File: src/rtl/port_out_pkg.sv
// Shared constants for the memory-mapped output port bank.
package port_out_pkg;

  localparam logic [7:0] DEF_BASE_ADDR   = 8'hE0;
  localparam logic [7:0] DEF_CTRL_ADDR   = 8'hDF;
  localparam logic [7:0] DEF_COMMIT_ADDR = 8'hDE;

  localparam int BUF_BIT = 0;

endpackage

File: src/rtl/port_out_cell.sv
// One output port: the visible register, its shadow copy and the dirty flag
// that marks a buffered write still waiting for a commit.
module port_out_cell #(
  parameter int DATA_W = 8
) (
  input  logic              clock,
  input  logic              reset,
  input  logic              wr_hit_i,
  input  logic              buf_mode_i,
  input  logic              commit_i,
  input  logic              discard_i,
  input  logic [DATA_W-1:0] data_i,
  output logic [DATA_W-1:0] port_o,
  output logic              dirty_o,
  output logic              updated_o
);

  logic [DATA_W-1:0] out_q, out_d;
  logic [DATA_W-1:0] shadow_q, shadow_d;
  logic              dirty_q, dirty_d;
  logic              updated_q, updated_d;

  // wr_hit, commit and discard come from distinct addresses, so at most one is set.
  always_comb begin
    out_d     = out_q;
    shadow_d  = shadow_q;
    dirty_d   = dirty_q;
    updated_d = 1'b0;
    if (discard_i) begin
      shadow_d = out_q;
      dirty_d  = 1'b0;
    end else if (wr_hit_i && buf_mode_i) begin
      shadow_d = data_i;
      dirty_d  = 1'b1;
    end else if (wr_hit_i) begin
      out_d     = data_i;
      shadow_d  = data_i;
      updated_d = 1'b1;
    end else if (commit_i && dirty_q) begin
      out_d     = shadow_q;
      dirty_d   = 1'b0;
      updated_d = 1'b1;
    end
  end

  always_ff @(posedge clock or negedge reset) begin
    if (!reset) begin
      out_q     <= '0;
      shadow_q  <= '0;
      dirty_q   <= 1'b0;
      updated_q <= 1'b0;
    end else begin
      out_q     <= out_d;
      shadow_q  <= shadow_d;
      dirty_q   <= dirty_d;
      updated_q <= updated_d;
    end
  end

  assign port_o    = out_q;
  assign dirty_o   = dirty_q;
  assign updated_o = updated_q;

endmodule

File: src/rtl/port_out_bank.sv
// Bus-mapped bank of output ports with read-back, update strobes and an
// optional double-buffered mode where a commit write updates ports together.
module port_out_bank
  import port_out_pkg::*;
#(
  parameter int                N_PORTS     = 16,
  parameter int                DATA_W      = 8,
  parameter int                ADDR_W      = 8,
  parameter logic [ADDR_W-1:0] BASE_ADDR   = ADDR_W'(DEF_BASE_ADDR),
  parameter logic [ADDR_W-1:0] CTRL_ADDR   = ADDR_W'(DEF_CTRL_ADDR),
  parameter logic [ADDR_W-1:0] COMMIT_ADDR = ADDR_W'(DEF_COMMIT_ADDR)
) (
  input  logic                      clock,
  input  logic                      reset,
  input  logic [ADDR_W-1:0]         address,
  input  logic [DATA_W-1:0]         data_in,
  input  logic                      write,
  input  logic                      read,
  output logic [DATA_W-1:0]         data_out,
  output logic                      read_valid,
  output logic [N_PORTS*DATA_W-1:0] port_out,
  output logic [N_PORTS-1:0]        updated,
  output logic                      pending
);

  localparam int FIRST_PORT = int'(BASE_ADDR);
  localparam int LAST_PORT  = FIRST_PORT + N_PORTS - 1;

  if (N_PORTS < 1 || N_PORTS > 32) begin : g_err_nports
    $error("port_out_bank: N_PORTS must be 1..32");
  end
  if (LAST_PORT >= (1 << ADDR_W)) begin : g_err_range
    $error("port_out_bank: port region exceeds the address space");
  end
  if (int'(CTRL_ADDR) >= FIRST_PORT && int'(CTRL_ADDR) <= LAST_PORT) begin : g_err_ctrl
    $error("port_out_bank: CTRL_ADDR overlaps the port region");
  end
  if (int'(COMMIT_ADDR) >= FIRST_PORT && int'(COMMIT_ADDR) <= LAST_PORT) begin : g_err_commit
    $error("port_out_bank: COMMIT_ADDR overlaps the port region");
  end

  logic              buf_q;
  logic              read_valid_q;
  logic [DATA_W-1:0] data_out_q, data_out_d;
  logic              ctrl_wr, commit_wr, discard;
  logic [N_PORTS-1:0] port_hit;
  logic [N_PORTS-1:0] dirty;
  logic [DATA_W-1:0] port_val [N_PORTS];

  assign ctrl_wr   = write && (address == CTRL_ADDR);
  assign commit_wr = write && (address == COMMIT_ADDR);
  // Leaving buffered mode throws away uncommitted shadows.
  assign discard   = ctrl_wr && buf_q && !data_in[BUF_BIT];

  for (genvar i = 0; i < N_PORTS; i++) begin : g_port
    assign port_hit[i] = (address == ADDR_W'(FIRST_PORT + i));

    port_out_cell #(.DATA_W(DATA_W)) u_cell (
      .clock      (clock),
      .reset      (reset),
      .wr_hit_i   (write && port_hit[i]),
      .buf_mode_i (buf_q),
      .commit_i   (commit_wr),
      .discard_i  (discard),
      .data_i     (data_in),
      .port_o     (port_val[i]),
      .dirty_o    (dirty[i]),
      .updated_o  (updated[i])
    );

    assign port_out[i*DATA_W +: DATA_W] = port_val[i];
  end

  always_ff @(posedge clock or negedge reset) begin
    if (!reset) begin
      buf_q <= 1'b0;
    end else if (ctrl_wr) begin
      buf_q <= data_in[BUF_BIT];
    end
  end

  always_comb begin
    data_out_d = '0;
    if (address == CTRL_ADDR) begin
      data_out_d = DATA_W'(buf_q);
    end
    for (int i = 0; i < N_PORTS; i++) begin
      if (port_hit[i]) begin
        data_out_d = port_val[i];
      end
    end
  end

  // Sampling registered state here gives read-before-write on a shared cycle.
  always_ff @(posedge clock or negedge reset) begin
    if (!reset) begin
      data_out_q   <= '0;
      read_valid_q <= 1'b0;
    end else begin
      read_valid_q <= read;
      if (read) begin
        data_out_q <= data_out_d;
      end
    end
  end

  assign data_out   = data_out_q;
  assign read_valid = read_valid_q;
  assign pending    = |dirty;

endmodule

File: config.mk
export PLATFORM = sky130hd
export DESIGN_NAME = port_out_bank
export DESIGN_NICKNAME = d
export VERILOG_FILES = /design/src/rtl/port_out_pkg.sv /design/src/rtl/port_out_cell.sv /design/src/rtl/port_out_bank.sv
export SDC_FILE = /design/constraint.sdc
export NUM_CORES = 1
export LEC_CHECK = 0
export ABC_AREA = 1
export BUFFER_PORTS_ARGS = -buffer_cell sky130_fd_sc_hd__clkbuf_2
export CAP_MARGIN = 40
export CORE_MARGIN = 8
export CORE_UTILIZATION = 42
export DETAILED_ROUTE_END_ITERATION = 6
export HOLD_SLACK_MARGIN = 0.15
export PLACE_DENSITY_LB_ADDON = 0.2
export SLEW_MARGIN = 20
export SYNTH_ARGS = -nofsm -noshare
export SYNTH_HDL_FRONTEND = slang
export SYNTH_SLANG_ARGS = --single-unit
File: constraint.sdc
create_clock -name clock -period 1.6 [get_ports clock]
set_input_delay 0.16 -clock clock [delete_from_list [all_inputs] [get_ports clock]]
set_output_delay 0.16 -clock clock [all_outputs]
set_load 0.05 [all_outputs]
==> impl_metrics.csv <==
group,metric,value,unit
route,routed_wl,48300,um
global_routing,grt_use_met3,0.0347,
status,violations,"setup timing",
critical_path,worst_r2r_path_depth,10,
route,post_drt_wl_per_cell,19.1,um
placed_design,place_area,0.0171,mm^2
clock_tree,cts_tree,"yes",
critical_path,critPathKind,"flop to output pin",
placed_design,dp.final_hpwl,35400,um
pwr,leakagePower,9.66,nW
route,vias,12900,
placed_design,dp.cells,2439,
timing,period_needed,1.98,ns
critical_path,end_kind,"output pin",
floorplan,die_h,199,um
floorplan,fp-row-count,67,
logic_synthesis,synthArstFlopShare,1.00,
logic_synthesis,yosys_register_bits,298,
clock_tree,cts.sinks,298,
logic_synthesis,synth-main-ff-cell,"dfrtp_1",
route,drt_iter0_markers,849,
logic_synthesis,yosys_warnings,0,
timing,max_slew_margin,0.701,
final_layout,fin_util,0.563,
route,vias_per_cell,5.10,
timing,final_hold_viol_count,0,
logic_synthesis,postSynthCellCount,1693,
timing,slew_viol_final,0,
floorplan,die-area,0.0398,mm^2
final_layout,design_area,0.0188,mm^2
clock_tree,cts_made_buffers,35,
final_layout,syn_to_final_growth,33.0,%
timing,worst_pin_slew,0.447,ns
global_routing,grt.total_usage,0.244,
logic_synthesis,yosysUniqueCellTypes,38,
hold_path,hold_path_class,"primary input to async pin",
global_routing,grt.overflow.total,0,
final_layout,stdcell_count,2527,
global_routing,grt_pass1_wl,74400,um
placed_design,place_congestion,0.901,
clock_tree,clockBufferDepth,3,
final_layout,final_layout_size_suffix_gt1_frac,0.294,
floorplan,io_pins,174,
logic_synthesis,synth.avg_cell_area,8.35,um^2
floorplan,die_w,199,um
final_layout,nets,2077,
final_layout,layout_commonest_cell,"nand2_1",
timing,fin_skew,0.0155,ns
pwr,ir_worst_vdd,589,uV
status,status,"complete, but fails checks",
global_routing,grt_pass1_vias,12700,
global_routing,grt_use_met1,0.333,
logic_synthesis,syn_area,0.0141,mm^2
pwr,power_density,926,mW/mm^2
clock_tree,htreeDepth,2,
global_routing,grtUsageMet2,0.401,
floorplan,start_util,0.424,
route,drc,0,
logic_synthesis,synth-seq-area-share,0.528,
final_layout,antenna_cells,0,
timing,rsz0062_at_grt,"yes",
route,drtAntennaViolNets,0,
clock_tree,cts-root-buf,"clkbuf_16",
pwr,p_total,17.4,mW
logic_synthesis,syn-num-nets,1713,
logic_synthesis,synth_edf_count,0,
route,firstDrtPassIters,5,
timing,timing.final.crit_share,1.24,
placed_design,io_buffers,173,
global_routing,grt_max_degree,65,
critical_path,worstSetupStartpointType,"flop",
global_routing,grt-busiest-layer,"met2",
critical_path,reg2reg_from,"g_port[0].u_cell.port_o[4]",
critical_path,arrival,1.82,ns
timing,fin_ws,-0.383,ns
clock_tree,clk_pin_slew,0.06,ns
critical_path,crit_required,1.44,ns
global_routing,grt_antenna_before_repair,1,
critical_path,path_max_fanout,2,
timing,fmax,504,MHz
timing,setup_viol,8,
run,drv_cap,0,
final_layout,final_cell_mix,"431 x nand2_1, 296 x dfrtp_1, 197 x o21ai_0, 187 x buf_4, 177 x inv_1",
timing,fin_hold_ws,0.165,ns
floorplan,core,0.0334,mm^2
critical_path,r2r_slack,-0.26,ns
clock_tree,insertion_delay,0.51,ns
critical_path,regToRegEndpoint,"data_out[4]",
-- routing by layer --
| layer | wire (um) | vias up |
|---|---|---|
| met5 | 0 | - |
| li1 | - | 6191 |
| met3 | 2900 | 66 |
| met1 | 21500 | 6241 |
| met2 | 22800 | 394 |
| met4 | 1190 | 0 |
-- sequential cells by signal, indices dropped and copies added (netlist names) --
signal / flops
buf_q: 1
data_out: 8
g_port.u_cell.shadow_q: 128
g_port.u_cell.updated_o: 16
g_port.u_cell.port_o: 128
read_valid: 1
g_port.u_cell.dirty_o: 16
-- cell usage after synthesis (7+ instances only) --
library cell / number / area, um^2
nand2_1: 449 / 1690
dfrtp_1: 298 / 7460
o21ai_0: 200 / 1000
inv_1: 188 / 706
nor2_1: 114 / 428
a21oi_1: 74 / 370
o21ai_1: 72 / 360
o221ai_1: 34 / 298
buf_2: 31 / 155
inv_2: 31 / 116
nand3_1: 31 / 155
buf_4: 24 / 180
clkbuf_1: 24 / 90.1
nor2_4: 21 / 236
nand4_1: 16 / 100
mux2i_1: 12 / 120
nand2_2: 12 / 75.1
mux2_2: 10 / 113
a31oi_1: 7 / 43.8
nor2_2: 7 / 43.8
-- area by class of cell --
cell class              instances  area, um^2
fillers                      3125       14600
flip-flops and latches        298        7460
multi-input cells            1090        5700
repair buffers                406        3070
clock buffers                  55        1060
inverters                     222         863
well taps                     448         561
clock inverters                 4        47.5
repair inverters                4        30.0
-- how the worst max path moves through the flow --
stage | end | startpoint | slack, ns
2_1_floorplan | g_port[2].u_cell.port_o[5] | address[4] | -0.03
3_3_place_gp | data_out[4] | address[1] | -0.81
3_5_place_dp | data_out[4] | address[1] | -0.80
4_1_cts | pending | g_port[10].u_cell.dirty_o | -0.43
5_1_grt | pending | g_port[14].u_cell.dirty_o | -0.44
6_report | pending | g_port[10].u_cell.dirty_o | -0.38
-- stage by stage --
step,worst slack [ns],setup TNS (ns)
after floorplan,-0.0264,-0.0295
after global placement,-0.807,-67.69
after detailed placement,-0.803,-68.76
after CTS,-0.429,-1.72
after global routing,-0.436,-2.25
final,-0.383,-1.44
-- where the power goes --
group	switching [mW]	internal, mW	leakage, nW
combinational	0.978	0.607	5.42
clock	3.04	4.70	0.541
sequential	0.149	7.93	3.70
-- cell families after synthesis --
| family | after synthesis | synth area share |
|---|---|---|
| compound gates | 403 | 0.159 |
| buf+inv | 305 | 0.0922 |
| flops | 298 | 0.528 |
| mux | 22 | 0.0165 |
| simple gates | 665 | 0.205 |
-- repair_timing --
action,in CTS,in global routing
endpoints found under the setup margin,9,54
hold buffers,10,0
gates cloned,0,4
resized for setup,46,54
endpoints found under the hold margin,339,0
buffers inserted,6,9
pin swaps,21,29
-- critical path, cell delays in order (launching register included) --
cell and delay [ns]:
dfrtp_2 0.45, nor4_4 0.30, buf_4 0.16, nand4_1 0.17, clkbuf_8 0.24
Power figures use the tool's default switching activity.
